## config.mk

```make
export PLATFORM = sky130hd
export DESIGN_NAME = reg_mem_unit_flat
export DESIGN_NICKNAME = d
export VERILOG_FILES = /design/src/rtl/reg_mem_unit_if.sv /design/src/rtl/reg_mem_unit.sv /design/src/flat_wrapper.sv
export SDC_FILE = /design/constraint.sdc
export NUM_CORES = 1
export LEC_CHECK = 0
export ABC_AREA = 1
export BUFFER_PORTS_ARGS = -buffer_cell sky130_fd_sc_hd__buf_4
export CAP_MARGIN = 20
export CORE_MARGIN = 5
export CORE_UTILIZATION = 45
export DETAILED_ROUTE_END_ITERATION = 10
export PLACE_DENSITY = 0.59
export RECOVER_POWER = 50
export SETUP_SLACK_MARGIN = 0.02
export SLEW_MARGIN = 30
export SYNTH_ARGS = -nofsm -noshare
export SYNTH_HDL_FRONTEND = slang
export SYNTH_SLANG_ARGS = --single-unit
```

## constraint.sdc

```tcl
create_clock -name clk -period 3.07 [get_ports clk]
set_clock_uncertainty 0.15 [all_clocks]
set_input_delay 0.4605 -clock clk [delete_from_list [all_inputs] [get_ports clk]]
set_output_delay 0.4605 -clock clk [all_outputs]
set_load 0.05 [all_outputs]
```

## src/rtl/reg_mem_unit_if.sv

```systemverilog
// Request/acknowledge bus of the register memory: one access per 4-phase handshake.
interface reg_mem_unit_if #(
  parameter int DATA_WIDTH = 4,
  parameter int ADDR_WIDTH = 3
);
  logic                  req;
  logic                  we;
  logic [ADDR_WIDTH-1:0] addr;
  logic [DATA_WIDTH-1:0] data_in;
  logic [DATA_WIDTH-1:0] data_out;
  logic                  ack;
  logic                  busy;

  modport master (
    output req, we, addr, data_in,
    input  data_out, ack, busy
  );

  modport slave (
    input  req, we, addr, data_in,
    output data_out, ack, busy
  );
endinterface

```

## src/rtl/reg_mem_unit.sv

```systemverilog
// Flip-flop word memory behind a IDLE/ACCESS/DONE 4-phase request/acknowledge controller.
// Request fields are captured in IDLE, so the access uses only the captured copies.
module reg_mem_unit #(
  parameter int DATA_WIDTH = 4,
  parameter int ADDR_WIDTH = 3
) (
  input  logic           clk,
  input  logic           rst_n,
  reg_mem_unit_if.slave  bus
);
  localparam int DEPTH = 2 ** ADDR_WIDTH;

  typedef enum logic [1:0] {IDLE, ACCESS, DONE} state_t;

  state_t                state_reg, state_next;
  logic                  ack_reg, ack_next;
  logic                  we_l_reg;
  logic [ADDR_WIDTH-1:0] addr_l_reg;
  logic [DATA_WIDTH-1:0] data_l_reg;
  logic [DATA_WIDTH-1:0] data_out_reg;
  logic [DATA_WIDTH-1:0] mem [DEPTH];
  logic                  latch_en;
  logic                  mem_we;
  logic                  rd_en;

  always_ff @(posedge clk or negedge rst_n) begin
    if (!rst_n) begin
      state_reg <= IDLE;
      ack_reg   <= 1'b0;
    end else begin
      state_reg <= state_next;
      ack_reg   <= ack_next;
    end
  end

  always_comb begin
    state_next = state_reg;
    ack_next   = ack_reg;
    latch_en   = 1'b0;
    mem_we     = 1'b0;
    rd_en      = 1'b0;
    case (state_reg)
      IDLE: begin
        ack_next = 1'b0;
        if (bus.req) begin
          latch_en   = 1'b1;
          state_next = ACCESS;
        end
      end
      ACCESS: begin
        // Unconditional: a request dropped during ACCESS still completes.
        mem_we     = we_l_reg;
        rd_en      = !we_l_reg;
        ack_next   = 1'b1;
        state_next = DONE;
      end
      DONE: begin
        if (!bus.req) begin
          ack_next   = 1'b0;
          state_next = IDLE;
        end
      end
      default: begin
        ack_next   = 1'b0;
        state_next = IDLE;
      end
    endcase
  end

  always_ff @(posedge clk or negedge rst_n) begin
    if (!rst_n) begin
      we_l_reg   <= 1'b0;
      addr_l_reg <= '0;
      data_l_reg <= '0;
    end else if (latch_en) begin
      we_l_reg   <= bus.we;
      addr_l_reg <= bus.addr;
      data_l_reg <= bus.data_in;
    end
  end

  // Each word is its own resettable register so reset clears the whole array at once.
  generate
    for (genvar gi = 0; gi < DEPTH; gi++) begin : g_word
      always_ff @(posedge clk or negedge rst_n) begin
        if (!rst_n)
          mem[gi] <= '0;
        else if (mem_we && (addr_l_reg == ADDR_WIDTH'(gi)))
          mem[gi] <= data_l_reg;
      end
    end
  endgenerate

  always_ff @(posedge clk or negedge rst_n) begin
    if (!rst_n)
      data_out_reg <= '0;
    else if (rd_en)
      data_out_reg <= mem[addr_l_reg];
  end

  assign bus.data_out = data_out_reg;
  assign bus.ack      = ack_reg;
  assign bus.busy     = (state_reg != IDLE);
endmodule

```

## src/flat_wrapper.sv

```systemverilog
// flat-port wrapper written by rule: the top's interface ports become plain ports
module reg_mem_unit_flat 
#(
  parameter int DATA_WIDTH = 4,
  parameter int ADDR_WIDTH = 3
)
  (clk, rst_n, bus_req, bus_we, bus_addr, bus_data_in, bus_data_out, bus_ack, bus_busy);
  reg_mem_unit_if #(.DATA_WIDTH(DATA_WIDTH), .ADDR_WIDTH(ADDR_WIDTH)) bus_i ();
  input  logic clk;
  input  logic rst_n;
  input wire logic [$bits(bus_i.req)-1:0] bus_req;
  input wire logic [$bits(bus_i.we)-1:0] bus_we;
  input wire logic [$bits(bus_i.addr)-1:0] bus_addr;
  input wire logic [$bits(bus_i.data_in)-1:0] bus_data_in;
  output wire logic [$bits(bus_i.data_out)-1:0] bus_data_out;
  output wire logic [$bits(bus_i.ack)-1:0] bus_ack;
  output wire logic [$bits(bus_i.busy)-1:0] bus_busy;
  assign bus_i.req = bus_req;
  assign bus_i.we = bus_we;
  assign bus_i.addr = bus_addr;
  assign bus_i.data_in = bus_data_in;
  assign bus_data_out = bus_i.data_out;
  assign bus_ack = bus_i.ack;
  assign bus_busy = bus_i.busy;
  reg_mem_unit #(.DATA_WIDTH(DATA_WIDTH), .ADDR_WIDTH(ADDR_WIDTH)) u_core (.clk(clk), .rst_n(rst_n), .bus(bus_i));
endmodule
```

Word level (Yosys, flattened, before mapping)
Index checks and enable logic that the tools add are counted.

storage, ports and cells
  flip-flop bits (word level) = 47
  latch bits = 0
  bits in writable memories = 0
  memory bits (read-only) = 0
  input port bits = 11
  output and inout bits = 6
  logic and storage cells = 52
  memories kept = 0

operators by class
  add/subtract/negate cells = 0
  multiply operators = 0
  div/mod/pow operators = 0
  magnitude comparators = 1
  equal/unequal tests = 11
  shift operators = 0
  multiplexer cells = 12
  bitwise logic cells = 1
  reductions and logical operators = 13

operator list
  cell                                            number
  binary-select mux 4 bit (select 3 bit)          1
  == test 3 bit (second input constant)           4
  logical AND 1 bit                               8
  2-to-1 mux 4 bit                                2
  == test 3 x 2 -> 1 bit (second input constant)  2
  case mux 2 bit (3 select lines)                 1
  2-to-1 mux 1 bit                                5
  >= comparator 4 bit (second input constant)     1
  2-to-1 mux 2 bit                                2
  inequality test 2 bit (second input constant)   2
  inverter 3 -> 4 bit                             1
  == test 3 x 1 -> 1 bit (second input constant)  1
  logical NOT 3 bit                               1
  == test 2 x 1 -> 1 bit (second input constant)  1
  == test 2 bit (second input constant)           1
  logical NOT 2 bit                               1
  case mux 1 bit (2 select lines)                 1
  AND reduction 2 bit                             1
  nonzero test 2 bit                              1
  logical NOT 1 bit                               1

Logic depth before layout (Yosys ltp)
Gate-level depths: netlist of the first run.

  depth in word-level cells = 4
  mapped depth = 8

Worst setup path after synthesis of the first run
OpenSTA, ideal clock, no wires.

  path type = register to output
  start = reg u_core.state_reg[0]
  end = out bus_busy
  arrival = 0.722 ns
  required time = 2.459 ns
  setup slack = 1.737 ns
  cell stages (with the launch flop) = 3
  path buffers = 0
  cell sequence = dfrtp_1 nor2_1 inv_1

on the way
  word-level cells in the longest chain between the ends = 1

ends and longest elaborated chain
  item                      RTL line             RTL
  start: declaration        reg_mem_unit.sv:15   state_t state_reg, state_next;
  start signal: assignment  reg_mem_unit.sv:31   state_reg <= state_next;
  nonzero test 2 bit        reg_mem_unit.sv:103  assign bus.busy = (state_reg != IDLE);
  end: declaration          flat_wrapper.sv:17   output wire logic [$bits(bus_i.busy)-1:0] bus_busy;

Every way passes these cells.

Worst setup path after layout of the first run
Ends and elaborated chain as after synthesis.

==> results of run 1 <==
[per-layer routing]
layer	global-route usage	vias up	part of all wire
met2	0.2643	31	0.45
met1	0.2414	809	0.49
li1	-	914	-
met3	0.03047	9	0.040
met4	0.05670	0	0.018
met5	0	-	0
[worst max-delay path, cell delays in order (launching register included)]
cell and delay [ns]:
dfrtp_1 0.41, nor2_1 0.14, inv_1 0.06, buf_4 0.18
[power by group through the flow]
| stage | combinational [mW] | clock, mW | sequential [mW] |
|---|---|---|---|
| global route | 0.977 | 0.445 | 1.14 |
| global placement | 0.859 | 0 | 1.11 |
| floorplan | 0.637 | 0 | 1.07 |
| finish | 0.848 | 0.408 | 1.10 |
| CTS | 0.856 | 0.417 | 1.10 |
| detailed placement | 0.852 | 0 | 1.12 |
[layout by cell type (no fill, tap or decap), types with 2 or more instances in the layout]
cell,netlist,routed
o21ai_0,43,43
nor2_1,9,9
inv_1,15,15
nand2_2,2,2
nand3_1,13,13
buf_4,1,16
dfrtp_1,47,47
nand2_1,137,137
clkbuf_8,0,7
[layout make-up]
cell class                 count  area, µm²  area share
clock buffer                   8      100.1     0.04173
timing repair buffer          17      125.1     0.05216
multi-input combinational    208      869.6      0.3625
tap                           54      67.56     0.02817
sequential                    47       1176      0.4904
inverter                      16      60.06     0.02504
[worst max-delay path by stage]
stage                                           from                    endpoint  slack, ns  depth (start not counted)
global route        u_core.addr_l_reg[1]$_DFFE_PN0P_  u_core.mem[30]$_DFFE_PN0P_       1.14                          5
detailed placement  u_core.addr_l_reg[1]$_DFFE_PN0P_  u_core.mem[28]$_DFFE_PN0P_       1.37                          4
global placement    u_core.addr_l_reg[0]$_DFFE_PN0P_  u_core.mem[22]$_DFFE_PN0P_       1.39                          5
CTS                  u_core.state_reg[0]$_DFFE_PN0P_                    bus_busy       1.37                          3
floorplan            u_core.state_reg[0]$_DFFE_PN0P_                    bus_busy       1.74                          2
finish               u_core.state_reg[0]$_DFFE_PN0P_                    bus_busy       1.38                          3
[per-stage QoR]
| stage | hold slack, ns | instances | power, mW |
|---|---|---|---|
| 3_3_place_gp | 0.3166 | 342 | 1.969 |
| 5_1_grt | 0.2159 | 350 | 2.562 |
| 6_report | 0.2155 | 350 | 2.358 |
| 3_5_place_dp | 0.3230 | 342 | 1.970 |
| 2_1_floorplan | 0.01491 | 283 | 1.709 |
| 4_1_cts | 0.03825 | 350 | 2.378 |
[kinds of logic (layout without fill, tap and decap cells)]
group	after synthesis	count (layout)
DFF	47	47
buffers and inverters	28	41
and+or+nand+nor	164	164
AOI/OAI and AO/OA	44	44
==> out/qor.csv, run 1 <==
metric;value;unit
status;completed;
Crit. End Element;output port;
Post-CTS Setup Bufs;0;
Rows;25;
largest family of logic cells by synthesized area;simple AND/OR/NAND/NOR gates;
Synth async-reset ratio;1.000;
Skew-Pair Late Insertion Delay;0.29;ns
design area;2399;µm²
sequential share of the synthesized area;0.5430;
sequential share of power;0.468;
top-count cell post-synth;nand2_1;
Hold WC Path Type;input pin to flop;
Compound-Gate Fraction of Synth Area;0.1017;
largest net degree at the start of global routing;48;
drt first pass iters;4;
Pwr per Cell Area;983.2;nW/µm²
post-synthesis simple-gate area fraction;0.2998;
mux cell area share after synthesis;0;
CORE AREA;4692;µm²
EDFF count, synth;0;
Final #Nets;306;
dominant cells by area after synthesis;dfrtp_1, nand2_1, o21ai_0, nand3_1, inv_1;
Syn-to-layout area delta;10.75;%
hold buffer count at cts;0;
Sw Share;0.4321;
final core occ;0.5112;
Post-Syn Nets;294;
routed len/inst;13.93;µm
GP Congestion;0.8454;
Post-Syn Area;2166;µm²
Largest register FFs;32;
Critical Path AT;1.08;ns
post-route worst setup slack;1.381;ns
Antenna Nets Post-Route;0;
setup TNS;0;ns
io pins;17;
clock slew at reported path FFs;0.08;ns
Fin. Hold Viols;0;
initial DRC count;123;
Post-DP HPWL;3328;µm
combinational share of power;0.360;
clock power share;0.173;
WS Path Type;flop to output port;
post-layout minimum cycle time;1.689;ns
Initial Utilization;0.4616;
post-synthesis adder-cell area fraction;0;
relative slew slack;0.2176;
r2r startpoint;u_core.addr_l_reg[1]$_DFFE_PN0P_;
Synth Warn #;0;
total routed wirelength;4874;µm
max cap viols;0;
layout cell share with drive strength beyond 1;0.09459;
Chip Width;79.38;µm
post-synth cell types;16;
IO buf count;16;
FILL cells;464;
slew at the pin with the worst max-slew slack;1.174;ns
Clock Tree Root;clkbuf_8;
Hold Path Stages;3;
Tcrit/Tclk final;0.5503;
R2R cell count;4;
reg2reg setup slack;1.38;ns
Pint;1.339;mW
cts bufs inserted;5;
Post-synth top cells;nand2_1, dfrtp_1, o21ai_0;
Max IR drop VDD;415.5;µV
number of global-route vias before repair;1687;
CTS resizes;0;
initial antenna violation count;0;
first-pass GRT wire length;8286;µm
Die Area;6300;µm²
synthesized area per cell;7.653;µm²
Startpoint Class;flop;
DP Area;2301;µm²
HP Start;bus_data_in[3];
Leakage;1.257;nW
diodes inserted;0;
CTS tree;yes;
RSZ-0062 raised after global routing;no;
count of pins over their slew limit;0;
Hold Crit Endpoint;u_core.data_l_reg[3]$_DFFE_PN0P_;
via/cell ratio;5.037;
final setup fails;0;
clk sinks;47;
Psw;1.019;mW
GRT Overall Usage;0.1704;
Mapped Cells;283;
Synth Flop Type;dfrtp_1;
Synth Area in XOR/XNOR;0;
number of vias in the routed layout;1763;
Die Span Y;79.38;µm
Setup WS pre-CTS;1.368;ns
Yosys reg bits;47;
clk buf depth;2;
DRC;0;
Reg2Reg Capture Point;u_core.mem[28]$_DFFE_PN0P_;
max frequency;591.9;MHz
# H-tree levels;2;
GRT overflow;0;
post-synth top area cell;dfrtp_1;
critical path data required time;2.46;ns
CP max FO;3;
Yosys top cell area share;0.5430;
(Power assumes the default switching activity.)
==> inputs of run 2 (changes only) <==
clock period = 1.7 ns   (was 3.07 ns; I/O delays follow)
==> out/qor.csv, run 2 (synthesized netlist as in run 1, its figures left out) <==
metric;value;unit;change
status;completed;;
WS Path Type;flop to flop;;
Die Span Y;79.38;µm;unchanged
design area;2476;µm²;+3.2%
first-pass GRT wire length;8487;µm;+2.4%
io pins;17;;unchanged
max frequency;648.6;MHz;
clock slew at reported path FFs;0.09;ns;about the same
Antenna Nets Post-Route;0;;unchanged
Post-DP HPWL;3309;µm;-0.56%
Setup WS pre-CTS;0.07378;ns;-1.295 ns
CP max FO;18;;+15
clk buf depth;2;;unchanged
# H-tree levels;2;;unchanged
CTS tree;yes;;
max cap viols;0;;unchanged
Rows;25;;unchanged
Die Area;6300;µm²;unchanged
critical path data required time;1.79;ns;-0.67 ns
number of global-route vias before repair;1798;;+6.6%
DP Area;2344;µm²;+1.8%
Pwr per Cell Area;1797;nW/µm²;+83%
initial antenna violation count;0;;unchanged
initial DRC count;131;;+6.5%
IO buf count;16;;unchanged
post-route worst setup slack;0.1582;ns;-1.222 ns
relative slew slack;0.5626;;+0.3450
Power Total;4.449;mW;+89%
final setup fails;0;;unchanged
GP Congestion;0.8009;;-5.3%
slew at the pin with the worst max-slew slack;0.6561;ns;-0.5175 ns
clk sinks;47;;unchanged
post-layout minimum cycle time;1.542;ns;
most common cell after layout, fill and taps aside;nand2_1;;
Hold WC Path Type;input pin to flop;;
Critical Path AT;1.63;ns;+0.55 ns
CORE AREA;4692;µm²;unchanged
via/cell ratio;5.037;;about the same
DRC;0;;unchanged
final core occ;0.5277;;+0.01653
Skew-Pair Late Insertion Delay;0.30;ns;about the same
Syn-to-layout area delta;14.33;%;
Max IR drop VDD;833.5;µV;+100%
Initial Utilization;0.4616;;unchanged
Leakage;1.288;nW;+2.5%
drt first pass iters;4;;unchanged
setup TNS;0;ns;unchanged
commonest non-fill, non-tap cells in the layout;nand2_1, dfrtp_1, o21ai_0;;
cts bufs inserted;5;;unchanged
Crit. End Element;flop;;
Chip Width;79.38;µm;unchanged
Startpoint Class;flop;;
GRT Overall Usage;0.1739;;+0.003500
Tcrit/Tclk final;0.9069;;
Final #Nets;312;;+2.0%
diodes inserted;0;;unchanged
Clock Tree Root;clkbuf_8;;
largest net degree at the start of global routing;48;;unchanged
GRT overflow;0;;unchanged
Largest register FFs;32;;unchanged
RSZ-0062 raised after global routing;no;;
total routed wirelength;4883;µm;+0.18%
count of pins over their slew limit;0;;unchanged
number of vias in the routed layout;1788;;+1.4%
Fin. Hold Viols;0;;unchanged
Post-CTS Setup Bufs;0;;unchanged
routed len/inst;13.75;µm;-1.2%
layout cell share with drive strength beyond 1;0.1130;;+0.01836
## run 2: cell count changes in the layout (fill, tap and decap cells not counted), moves of 2 or more
| cell | before | now |
|---|---|---|
| buf_4 | 16 | 18 |
| clkbuf_8 | 7 | 5 |
| dlygate4sd3_1 | 0 | 2 |
| nor2_1 | 9 | 7 |
## run 2: where the power goes
group          total [mW]  switching, mW  internal, mW
Clock               0.800          0.369         0.432
Sequential           1.94          0.359          1.58
Combinational        1.71           1.16         0.545
Total                4.45           1.89          2.56
## run 2: repair_timing
action,in CTS,in global routing
setup endpoints to repair,0,8
gates resized for setup,0,4
hold endpoints to repair,48,0
hold buffers,2,0
## run 2: per-stage QoR
step | hold slack (ns) | instances
finish | 0.009154 | 355
global placement | 0.1577 | 346
CTS | 0.002803 | 355
detailed placement | 0.1596 | 346
floorplan | -0.1906 | 283
global route | 0.02972 | 355
## run 2: final cells by class
| cell class | instances | area, µm² |
|---|---|---|
| Tap cell | 54 | 67.56 |
| Timing Repair Buffer | 23 | 187.7 |
| Clock inverter | 1 | 30.03 |
| Fill cell | 462 | 2216 |
| Clock buffer | 6 | 72.57 |
| Inverter | 16 | 60.06 |
| Multi-Input combinational cell | 208 | 882.1 |
| Sequential cell | 47 | 1176 |
## run 2: per-layer routing
metal  global-route usage  vias to the layer above  part of all wire
met5                    0                        -                 0
met4              0.04639                        0             0.010
met3              0.03725                        6             0.035
met2               0.2803                       25              0.47
met1               0.2380                      839              0.48
li1                     -                      918                 -
## run 2: critical path, cell delays in order, from the launching register on
cell,delay [ns]
dfrtp_1,0.38
inv_1,0.08
nand2_2,0.09
nor2_4,0.13
nand2_2,0.21
nor2_1,0.29
nand2_1,0.08
nand2_1,0.08
## run 2: final timing paths
kind,cells after the start,startpoint,slack [ns],to
setup / recovery,7,u_core.state_reg[1]$_DFFE_PN0P_,0.16,u_core.mem[5]$_DFFE_PN0P_
hold / removal,3,bus_data_in[2],0.009,u_core.data_l_reg[2]$_DFFE_PN0P_
setup reg to reg,7,u_core.state_reg[1]$_DFFE_PN0P_,0.16,u_core.mem[5]$_DFFE_PN0P_
hold reg to reg,2,u_core.bus.data_out[0]$_DFFE_PN0P_,0.33,u_core.bus.data_out[0]$_DFFE_PN0P_
max in group asynchronous,2,rst_n,0.57,u_core.data_l_reg[3]$_DFFE_PN0P_
min in group asynchronous,2,rst_n,0.40,u_core.addr_l_reg[1]$_DFFE_PN0P_
